[src/rtl/mips_run_ctrl.sv]
// mips_run_ctrl -- run controller for the MIPS cores.
// Holds the cores in reset for RESET_CYCLES after start, then lets them run.
// It counts RUN cycles and retired instructions, and flags a core as halted
// when that core retires the same PC HALT_REPEAT times in a row. The run ends
// in DONE when every core has halted, or in TIMEOUT after MAX_CYCLES.
// Optional build macro: RUN_CTRL_STEP_EN adds the step_mode/step inputs for
// single-step execution.
module mips_run_ctrl #(
    parameter int NUM_CORES    = 1,
    parameter int PC_W         = 32,
    parameter int CNT_W        = 32,
    parameter int RESET_CYCLES = 4,
    parameter int MAX_CYCLES   = 1000,
    parameter int HALT_REPEAT  = 3
) (
    input  logic                      clk,
    input  logic                      reset,
    input  logic                      start,
    input  logic [NUM_CORES*PC_W-1:0] pc_i,
    input  logic [NUM_CORES-1:0]      instr_valid_i,
`ifdef RUN_CTRL_STEP_EN
    input  logic                      step_mode,
    input  logic                      step,
`endif
    output logic                      cpu_reset_o,
    output logic [NUM_CORES-1:0]      cpu_en_o,
    output logic [NUM_CORES-1:0]      halted_o,
    output logic [CNT_W-1:0]          cycle_cnt_o,
    output logic [CNT_W-1:0]          instr_cnt_o,
    output logic [2:0]                state_o,
    output logic                      done_o,
    output logic                      timeout_o
);

    typedef enum logic [2:0] {
        S_IDLE    = 3'd0,
        S_RST     = 3'd1,
        S_RUN     = 3'd2,
        S_DONE    = 3'd3,
        S_TIMEOUT = 3'd4
    } state_e;

    localparam int RC_W  = (RESET_CYCLES > 1) ? $clog2(RESET_CYCLES) : 1;
    localparam int REP_W = $clog2(HALT_REPEAT + 1);

    localparam logic [RC_W-1:0]  RST_LAST = RC_W'(RESET_CYCLES - 1);
    localparam logic [CNT_W-1:0] CYC_LAST = CNT_W'(MAX_CYCLES - 1);
    localparam logic [REP_W-1:0] REP_MAX  = REP_W'(HALT_REPEAT);

    state_e               state_q, state_d;
    logic [RC_W-1:0]      rst_cnt_q, rst_cnt_d;
    logic [CNT_W-1:0]     cycle_cnt_q;
    logic [CNT_W-1:0]     instr_cnt_q;
    logic [NUM_CORES-1:0] halted_q;

    // Per-core halt tracker: last retired PC, repeat count, and whether any PC was seen yet.
    logic [PC_W-1:0]      last_pc_q [NUM_CORES];
    logic [REP_W-1:0]     rep_q     [NUM_CORES];
    logic [NUM_CORES-1:0] seen_q;

    logic                 run_tick;   // this RUN cycle counts as an execution cycle
    logic                 enter_rst;  // a new run starts at this edge
    logic                 cyc_inc;    // cycle counter advances at this edge
    logic [3:0]           retire_cnt;
    logic [CNT_W:0]       instr_sum;

`ifdef RUN_CTRL_STEP_EN
    assign run_tick = ~step_mode | step;
`else
    assign run_tick = 1'b1;
`endif

    // State register and reset-phase counter.
    // NOTE: sequential state uses non-blocking (<=) so every flop samples pre-edge values.
    always_ff @(posedge clk) begin
        if (!reset) begin
            state_q   <= S_IDLE;
            rst_cnt_q <= '0;
        end else begin
            state_q   <= state_d;
            rst_cnt_q <= rst_cnt_d;
        end
    end

    // Next-state logic and state-decoded outputs.
    // NOTE: every signal gets a default first so no path leaves one unassigned (no latches).
    always_comb begin
        state_d     = state_q;
        rst_cnt_d   = '0;
        cpu_reset_o = 1'b1;
        cpu_en_o    = '0;
        done_o      = 1'b0;
        timeout_o   = 1'b0;
        enter_rst   = 1'b0;
        cyc_inc     = 1'b0;
        case (state_q)
            S_IDLE: begin
                if (start) begin
                    state_d   = S_RST;
                    enter_rst = 1'b1;
                end
            end
            S_RST: begin
                if (rst_cnt_q == RST_LAST) begin
                    state_d = S_RUN;
                end else begin
                    rst_cnt_d = rst_cnt_q + RC_W'(1);
                end
            end
            S_RUN: begin
                cpu_reset_o = 1'b0;
                cpu_en_o    = run_tick ? ~halted_q : '0;
                // All cores halted wins over timeout and freezes the counters.
                if (&halted_q) begin
                    state_d = S_DONE;
                end else if (run_tick) begin
                    cyc_inc = 1'b1;
                    if (cycle_cnt_q == CYC_LAST) begin
                        state_d = S_TIMEOUT;
                    end
                end
            end
            S_DONE, S_TIMEOUT: begin
                cpu_reset_o = 1'b0;
                done_o      = (state_q == S_DONE);
                timeout_o   = (state_q == S_TIMEOUT);
                if (start) begin
                    state_d   = S_RST;
                    enter_rst = 1'b1;
                end
            end
            default: begin
                state_d = S_IDLE;
            end
        endcase
    end

    // Count instructions retired this cycle by enabled cores; saturate the running total.
    always_comb begin
        retire_cnt = '0;
        for (int k = 0; k < NUM_CORES; k++) begin
            retire_cnt = retire_cnt + {3'b000, instr_valid_i[k] & cpu_en_o[k]};
        end
        instr_sum = {1'b0, instr_cnt_q} + (CNT_W + 1)'(retire_cnt);
    end

    // Counters, halt flags and per-core PC trackers.
    // NOTE: the tracker arrays are a handful of flops, not a RAM, so they are cleared by reset
    // like any other state; a stale seen_q or rep_q would mark a core halted too early.
    always_ff @(posedge clk) begin
        if (!reset || enter_rst) begin
            cycle_cnt_q <= '0;
            instr_cnt_q <= '0;
            halted_q    <= '0;
            seen_q      <= '0;
            for (int k = 0; k < NUM_CORES; k++) begin
                last_pc_q[k] <= '0;
                rep_q[k]     <= '0;
            end
        end else begin
            if (cyc_inc) begin
                cycle_cnt_q <= cycle_cnt_q + CNT_W'(1);
            end
            instr_cnt_q <= instr_sum[CNT_W] ? '1 : instr_sum[CNT_W-1:0];
            for (int k = 0; k < NUM_CORES; k++) begin
                if (instr_valid_i[k] && cpu_en_o[k]) begin
                    if (!seen_q[k] || (pc_i[k*PC_W +: PC_W] != last_pc_q[k])) begin
                        seen_q[k]    <= 1'b1;
                        last_pc_q[k] <= pc_i[k*PC_W +: PC_W];
                        rep_q[k]     <= REP_W'(1);
                    end else if (rep_q[k] != REP_MAX) begin
                        rep_q[k] <= rep_q[k] + REP_W'(1);
                        if (rep_q[k] == REP_MAX - REP_W'(1)) begin
                            halted_q[k] <= 1'b1;
                        end
                    end
                end
            end
        end
    end

    assign halted_o    = halted_q;
    assign cycle_cnt_o = cycle_cnt_q;
    assign instr_cnt_o = instr_cnt_q;
    assign state_o     = state_q;

endmodule

[config.mk]
export PLATFORM = sky130hd
export DESIGN_NAME = mips_run_ctrl
export DESIGN_NICKNAME = d
export VERILOG_FILES = /design/src/rtl/mips_run_ctrl.sv
export SDC_FILE = /design/constraint.sdc
export NUM_CORES = 1
export LEC_CHECK = 0
export CAP_MARGIN = 5
export CORE_UTILIZATION = 52
export DETAILED_ROUTE_END_ITERATION = 8
export PLACE_DENSITY = 0.81
export SLEW_MARGIN = 20
export SYNTH_ARGS = -nofsm -noshare
export SYNTH_HDL_FRONTEND = slang
export SYNTH_SLANG_ARGS = --single-unit
[constraint.sdc]
create_clock -name clk -period 8.2 [get_ports clk]
set_input_delay 2.05 -clock clk [delete_from_list [all_inputs] [get_ports clk]]
set_output_delay 2.05 -clock clk [all_outputs]
set_load 0.02 [all_outputs]
### After elaboration in Yosys (flattened, before gate mapping)

Memory sizes are Yosys's and may differ from the RTL's.
Index checks and enable logic that the tools add are counted.
W data, S select, Z words.

* add/sub/neg operators: 4
* $mul: 0
* divide/modulo/power cells: 0
* order comparisons: 0
* equal/unequal tests: 12
* shift operators: 0
* multiplexer cells: 31
* bitwise logic cells: 5
* reductions and logical operators: 16

Operator list (count)
* $mux W32: 2
* $add A32 B1 Y33: 1
* $add A32 B1 Y32 const B: 1
* $eq A32 B10 Y1 const B: 1
* $ne A32 B32 Y1: 1
* $reduce_or A32 Y1: 1
* $mux W1: 22
* $mux W3: 4
* $pmux W3 S3: 1
* $reduce_or A3 Y1: 3
* $eq A3 B2 Y1 const B: 2
* $reduce_or A2 Y1: 3
* $add A2 B1 Y2 const B: 2
* $eq A2 B2 Y1 const B: 2
* $mux W2: 2
* $ne A2 B2 Y1 const B: 2
* $not A1 Y1: 4
* $reduce_and A4 Y1: 1
* $eq A3 B1 Y1 const B: 1
* $eq A3 B3 Y1 const B: 1
* $logic_not A3 Y1: 1
* $ne A3 B3 Y1 const B: 1
* $reduce_and A3 Y1: 1
* $logic_not A1 Y1: 2
* other kinds (5): 6

* register bits: 71
* bits in latches: 0
* RAM bits: 34
* ROM bits: 0
* bits of input ports: 36
* output and inout bits: 72
* word-level logic and storage cells: 76
* memories: 2

Memory list
* last_pc_q: depth 1, width 32, rd ports 1, clocked after memory_dff 0, write ports 1, line 57 `logic [PC_W-1:0] last_pc_q [NUM_CORES];`
* rep_q: depth 1, width 2, rd ports 1, clocked after memory_dff 0, write ports 1, line 58 `logic [REP_W-1:0] rep_q [NUM_CORES];`

### Longest topological paths before layout

Gate-level depths: netlist (run 1).
An unclocked memory read counts as a cell.

* word-level depth: 10
* gate-level depth with buffers: 12

### Worst setup path before layout (run 1)

No wires, ideal clock.

* path type: input-to-reg
* from: in pc_i[25]
* to: mem last_pc_q[0][0] (enable)
* setup time: 0.466 ns
* arrival: 4.788 ns
* data required time: 7.734 ns
* setup slack: 2.946 ns
* stages: 5
* path buffers: 0
* cell sequence: nand2b_1 -> o2111ai_1 -> or4_1 -> nor3_1 -> o21ai_0

* word-level cells in the longest chain between the ends: 8

RTL lines
* start, declared: line 19 `input logic [NUM_CORES*PC_W-1:0] pc_i,`
* $ne A32 B32 Y1 (*): line 167 `if (!seen_q[k] || (pc_i[k*PC_W +: PC_W] != last_pc_q[k])) begin`
* $logic_or A1 B1 Y1 (*): line 167
* $mux W1 (*): line 167
* $mux W1 (*): line 166 `if (instr_valid_i[k] && cpu_en_o[k]) begin`
* $mux W1 (*): line 151 `if (!reset || enter_rst) begin`
* $mux W1 (implied by the code) (*): line 169 `last_pc_q[k] <= pc_i[k*PC_W +: PC_W];`
* $reduce_or A32 Y1 (no line)
* $mux W1 (no line) (*)
* end, declared: line 57

Mark *: on every way between the ends. The rest lies on a longest branch, timed or not.

### Worst setup path in the final report (run 1)

* from: in instr_valid_i
* to: reg instr_cnt_q[10] (netlist: instr_cnt_o[10])

* word-level cells in the longest chain between the ends: 3

RTL lines
* start, declared: line 20 `input logic [NUM_CORES-1:0] instr_valid_i,`
* $and A1 B1 Y1: line 142 `retire_cnt = retire_cnt + {3'b000, instr_valid_i[k] & cpu_en_o[k]};`
* $add A32 B1 Y33: line 144 `instr_sum = {1'b0, instr_cnt_q} + (CNT_W + 1)'(retire_cnt);`
* $mux W32: line 164 `instr_cnt_q <= instr_sum[CNT_W] ? '1 : instr_sum[CNT_W-1:0];`
* end signal, assigned: line 164
* end, declared: line 53 `logic [CNT_W-1:0] instr_cnt_q;`

No other way between the ends.
A chain may end at the register's enable or synchronous reset.

==> impl_metrics.tcl, run 1 <==
set metrics [dict create \
    synth_top_flop_cell "dfxtp_1" \
    die-area_mm2 0.0102 \
    cts_tree "built" \
    synth_edf_count 34 \
    relSlewSlack_pct 33.0 \
    grt_max_degree 71 \
    viasPerCell 5.56 \
    hold_viol_final 0 \
    final_antenna_net_count 0 \
    power_density_mw_per_mm2 140 \
    route.met3.wl_um 663 \
    min-delay-start "rst_cnt_q[0]" \
    rsz0062_at_grt "no" \
    period_needed_ps 4430 \
    netlist_area_mm2 0.00508 \
    ctsHoldBuffers 0 \
    intPower_mw 0.691 \
    fin_setup_tns_ps 0 \
    pwr-share-comb_pct 7.1 \
    synth_area_per_cell_um2 9.13 \
    grt_pass1_wl_um 19200 \
    slowest_delay_ps 540 \
    wl_met2_um 5510 \
    grt_pass1_vias 4160 \
    synthCells 557 \
    crit_required_ps 8480 \
    min_path_type "reg -> reg" \
    synth_cell_types 49 \
    numCtsBuffers 9 \
    dp_slack_ps 3240 \
    clk_pin_slew_ps 90 \
    setup-violations-final 0 \
    clock_power_share_pct 31.7 \
    ys_seq_elements 105 \
    drv_cap 0 \
    reg2regPathDepth 11 \
    arrival_ps 4710 \
    area_growth_pct 26.4 \
    cts_setup_buffers 0 \
    sw_frac_of_total_pct 23.2 \
    dp.final_hpwl_um 8220 \
    async_flop_share_pct 0 \
    top_layer "met4" \
    hold_depth 1 \
    final.period_utilization_pct 54.0 \
    status "completed" \
    fp.dieW_um 101 \
    fp.dieH_um 101 \
    ys_seq_area_share_pct 48.0 \
    cp_num_buf_inv 2 \
    synth_warnings 0 \
    finalClockSkew_ps 9.24 \
    insertion_delay_ps 360 \
    wire_per_inst_um 14.8 \
    p_seq_share_pct 61.2 \
    start_util_pct 54.2 \
    critPathLaunch "instr_valid_i" \
    crit_top_cell "nand2_1" \
    htreeDepth 3 \
    cp_slowest_cell "nand2_1" \
    cts_resized 0 \
    holdPathEnd "rst_cnt_q[0]" \
    worst_ir_drop_vdd_uv 64.0 \
    drtPass1Iterations 4 \
    io_buffer_count 107 \
    fmax_ghz 0.226 \
    cp_max_fo 22 \
    finalWorstSetupSlack_ps 3770 \
    ioPinCount 108 \
    cts-root-buf "clkbuf_8" \
    critPathLaunchType "primary input" \
    routed_wl_um 11700 \
    switching_power_mw 0.209 \
    drive_gt1_share_pct 4.69 \
    core_mm2 0.00937 \
    drt_iter0_drc 126 \
    std_cell_rows 35 \
    antenna_found_initial 0 \
    r2r_start "state_o[0]" \
    drv_slew 0 \
    placed_area_mm2 0.00624 \
    final_nets 699 \
    cp_cell_sequence "clkdlybuf4s50_1 -> nand2_1 -> inv_1 -> ha_1 -> and2_1 -> nand4_1 -> nor2_1 -> nand2_1 -> a21oi_1" \
    reg2reg_to "instr_cnt_o[10]" \
    clock_path_buffers 2 \
    grt_usage_pct 23.7 \
    grt-ovfl-total 0 \
    vias 4392 \
    cts_sinks 105 \
    endpoint_kind "register" \
    place_congestion 0.894 \
    worstSetupPathType "in -> reg" \
    wl_met1_um 5350 \
    postLayoutCoreUtil_pct 68.5 \
    drc 0 \
    ff2ff_setup_slack_ps 4770 \
    final_cell_area_mm2 0.00642 \
    synth_fp_nets 599 \
    critical-path-top-delay-family "simple AND/OR/NAND/NOR gates" \
    num_antenna_cells 0 \
    tightest_slew_ps 1010 \
    p_leak_nw 2.34 \
]
per-layer routing:
metal  vias to the layer above  GRT usage (%)
met5                         -              0
met2                       127           38.9
met1                      2088           31.2
met4                         0           7.58
li1                       2163              -
met3                        14           5.20
Yosys cell counts, drive strengths merged (6+ instances only):
| cell type | count | share of area, % |
|---|---|---|
| a21oi | 30 | 3.0 |
| and2 | 8 | 1.0 |
| and3 | 19 | 2.4 |
| and4 | 6 | 1.1 |
| clkbuf | 17 | 1.5 |
| dfxtp | 71 | 28 |
| edfxtp | 34 | 20 |
| ha | 6 | 1.5 |
| inv | 17 | 1.3 |
| nand2 | 53 | 3.9 |
| nand3 | 30 | 3.0 |
| nand4 | 18 | 2.3 |
| nor2 | 75 | 5.5 |
| nor2b | 7 | 0.86 |
| nor3 | 19 | 2.0 |
| nor4 | 31 | 3.9 |
| xnor2 | 26 | 4.5 |
| xor2 | 48 | 8.3 |
placed cells by master (no fill, tap or decap), types with 3 or more instances in the layout:
| cell type | n |
|---|---|
| clkdlybuf4s50_1 | 107 |
| nor2_1 | 75 |
| dfxtp_1 | 71 |
| nand2_1 | 52 |
| xor2_1 | 48 |
| edfxtp_1 | 34 |
| nand3_1 | 30 |
| nor4_1 | 30 |
| a21oi_1 | 30 |
| xnor2_1 | 26 |
| nor3_1 | 18 |
| and3_1 | 18 |
| inv_1 | 17 |
| nand4_1 | 17 |
| clkbuf_8 | 10 |
| nor2b_1 | 7 |
| and2_1 | 7 |
| ha_1 | 6 |
| a31oi_1 | 5 |
| a211oi_1 | 5 |
| o21ai_0 | 4 |
| and4_1 | 4 |
| clkinv_2 | 3 |
| buf_4 | 3 |
power groups by stage:
stage / logic (mW) / clock network (mW) / registers [mW]
after detailed placement: 0.0626 / 0 / 0.563
after CTS: 0.0630 / 0.294 / 0.551
after floorplan: 0.0311 / 0 / 0.563
final: 0.0636 / 0.285 / 0.551
after global routing: 0.0693 / 0.316 / 0.553
after global placement: 0.0620 / 0 / 0.563
worst max-delay path by stage:
stage / to / slack, ps / cells after the start
floorplan: last_pc_q[0][0] / 2950 / 5
global placement: last_pc_q[0][3] / 3280 / 7
detailed placement: last_pc_q[0][29] / 3240 / 7
CTS: last_pc_q[0][5] / 3600 / 7
global route: instr_cnt_o[18] / 3580 / 9
finish: instr_cnt_o[10] / 3770 / 9
cell families after synthesis:
| family | share of synthesized area [%] |
|---|---|
| xor gates and xnor gates | 12.7 |
| adders and majority gates | 1.48 |
| AOI/OAI and AO/OA | 6.89 |
| DFF | 48.0 |
| buffers and inverters | 3.45 |
| and+or+nand+nor | 27.4 |
through the flow:
stage / hold slack [ps] / total power, mW / cells
6_report: 428 / 0.900 / 790
5_1_grt: 445 / 0.938 / 790
4_1_cts: 434 / 0.908 / 789
3_5_place_dp: 420 / 0.626 / 774
3_3_place_gp: 412 / 0.625 / 774
2_1_floorplan: 405 / 0.594 / 557
worst reg2reg max path, cell delays in order (launching register included):
cell     delay [ps]
dfxtp_1         380
nor2_1          180
nand3_1         140
inv_1           340
nand2_1         270
inv_1           260
ha_1            280
and2_1          180
nand4_1         160
nor2_1          310
nand2_1         540
a21oi_1         310
flip-flops by register name, summed over array words and instances, names as in the netlist:
signal,flops
state_o,3
seen_q,1
halted_o,1
instr_cnt_o,32
rst_cnt_q,2
cycle_cnt_o,32
rep_q,2
last_pc_q,32
cell type report:
type	instances	area (um^2)
Timing Repair Buffer	111	1100
Inverter	17	63.8
Clock buffer	10	138
Sequential cell	105	2440
Tap cell	129	161
Clock inverter	5	32.5
Multi-Input combinational cell	413	2480
Fill cell	757	2950
Note: power is estimated with default switching activity, not from simulation.
==> run 2: changes to the inputs <==
- CORE_UTILIZATION: 52 -> 46
- PLACE_DENSITY: 0.81 -> 0.76
- clock period: 8.2 -> 3.85 ns (I/O delays scaled with it)
==> run 2 against run 1 <==
Effect of this change: worst hold slack improved by 23 ps; register-to-register slack worse by 4100 ps; total power rose by 110%; count of clock-buffer cells in the layout decreased by 1; clock power rose by 110%; highest routed layer unchanged; cell count increased by 2.2%; sequential power grew 110%; critical path depth rose by 2; cell area increased by 0.78%; worst setup slack got worse by 3100 ps; largest cell class unchanged; combinational power rose by 110%.
==> impl_metrics.tcl, run 2 (synthesis gave the netlist of run 1 again) <==
set metrics [dict create \
    viasPerCell 5.41 \
    core_mm2 0.0108 \
    clock_path_buffers 2 \
    crit_end "instr_cnt_o[30]" \
    r2r_start "state_o[0]" \
    final.period_utilization_pct 82.7 \
    status "completed" \
    start_util_pct 47.1 \
    final_cell_mix "clkdlybuf4s50_1, nor2_1, dfxtp_1" \
    cts_sinks 105 \
    relSlewSlack_pct 31.1 \
    io_buffer_count 107 \
    tightest_slew_ps 1030 \
    min_path_type "reg -> reg" \
    die-area_mm2 0.0115 \
    fmax_ghz 0.314 \
    crit_required_ps 4120 \
    crit_top_cell "inv_1" \
    grt_pass1_wl_um 19500 \
    cts_setup_buffers 0 \
    cp_cell_sequence "nor2_1 -> nand3_1 -> inv_1 -> nand2_1 -> inv_1 -> ha_1 -> and2_1 -> nand4_1 -> nor3_2 -> a31oi_1 -> a211oi_1" \
    p_leak_nw 2.36 \
    intPower_mw 1.46 \
    hold_viol_final 0 \
    critPathLaunch "state_o[0]" \
    fin_setup_tns_ps 0 \
    drc 0 \
    cp_max_fo 13 \
    ioPinCount 108 \
    drive_gt1_share_pct 5.55 \
    insertion_delay_ps 360 \
    drt_iter0_drc 235 \
    p_seq_share_pct 61.1 \
    antenna_found_initial 0 \
    finalClockSkew_ps 11.6 \
    area_growth_pct 27.3 \
    switching_power_mw 0.461 \
    reg2reg_to "instr_cnt_o[30]" \
    fp.dieW_um 107 \
    pwr-share-comb_pct 7.0 \
    final_nets 705 \
    cp_slowest_cell "nor3_2" \
    grt_usage_pct 21.3 \
    period_needed_ps 3190 \
    mostFrequentLayoutCell "clkdlybuf4s50_1" \
    endpoint_kind "register" \
    routed_wl_um 11900 \
    cts_tree "built" \
    dp.final_hpwl_um 8650 \
    final_antenna_net_count 0 \
    fp.dieH_um 107 \
    drv_slew 0 \
    wire_per_inst_um 14.8 \
    rsz0062_at_grt "no" \
    cts-root-buf "clkbuf_8" \
    drv_cap 0 \
    grt-ovfl-total 0 \
    place_congestion 0.860 \
    power_density_mw_per_mm2 297 \
    htreeDepth 3 \
    sw_frac_of_total_pct 24.0 \
    clock_power_share_pct 31.9 \
    grt_pass1_vias 4166 \
    critPathLaunchType "register" \
    reg2regPathDepth 11 \
    num_antenna_cells 0 \
    hold_ws_ps 452 \
    worstSetupPathType "reg -> reg" \
    numCtsBuffers 9 \
    drtPass1Iterations 4 \
    cts_resized 0 \
    ctsHoldBuffers 0 \
    std_cell_rows 38 \
    vias 4368 \
    setup-violations-final 0 \
    grt_max_degree 34 \
    arrival_ps 3460 \
    worst_ir_drop_vdd_uv 166 \
    slowest_delay_ps 490 \
    ff2ff_setup_slack_ps 660 \
    clk_pin_slew_ps 100 \
]
==> run 2: cell count changes in the layout (fill, tap and decap cells not counted), sizes merged <==
cell / change
inv: +3
clkinvlp: +1
clkinv: -3
clkbuf: -1
buf: +6
==> run 2: metal layers <==
layer | up-vias | routed length, um | global-route usage, % | share of wire [%]
met4 | 0 | 94 | 5.68 | 0.79
li1 | 2173 | - | - | -
met2 | 132 | 5710 | 35.0 | 48
met3 | 10 | 701 | 4.56 | 5.9
met5 | - | 0 | 0 | 0
met1 | 2053 | 5430 | 28.4 | 45
==> run 2: worst min path at each step <==
stage | startpoint | to | cells after the start
floorplan | rst_cnt_q[0] | rst_cnt_q[0] | 1
global placement | rst_cnt_q[0] | rst_cnt_q[0] | 1
detailed placement | rst_cnt_q[0] | rst_cnt_q[0] | 1
CTS | rst_cnt_q[0] | rst_cnt_q[0] | 1
global route | rst_cnt_q[0] | rst_cnt_q[0] | 1
finish | rst_cnt_q[0] | rst_cnt_q[0] | 1
==> run 2: worst max-delay path: cells and delay by family, from the launching register on <==
kind,cells,cell delay (ps)
AO/OA/AOI/OAI,2,380
AND/OR/NAND/NOR,6,1450
flip-flops,1,390
adder cells (fa/ha/maj),1,270
buffers and inverters,2,620
==> run 2: metrics by stage <==
step | setup WS (ps) | utilization [%] | area, um^2 | total power [mW] | cells
global placement | 486 | 58.5 | 6310 | 1.33 | 792
global route | 337 | 60.0 | 6470 | 2.00 | 807
finish | 665 | 60.0 | 6470 | 1.92 | 807
CTS | 689 | 60.0 | 6470 | 1.94 | 807
floorplan | 551 | - | 5080 | 1.27 | 557
detailed placement | 388 | 58.5 | 6310 | 1.33 | 792
==> run 2: layout make-up <==
| cell class | count | area [um^2] |
|---|---|---|
| sequential | 105 | 2440 |
| inverter | 17 | 63.8 |
| clock buffer | 9 | 124 |
| multi-input combinational | 413 | 2480 |
| timing repair buffer | 117 | 1150 |
| clock inverter | 6 | 41.3 |
| fill | 962 | 4320 |
| tap | 140 | 175 |
==> run 2: power by group through the flow <==
stage               Combinational, mW  Clock (mW)  Sequential, mW
floorplan                      0.0664           0            1.20
global placement                0.132           0            1.20
detailed placement              0.134           0            1.20
CTS                             0.135       0.627            1.17
global route                    0.147       0.677            1.18
finish                          0.135       0.612            1.17
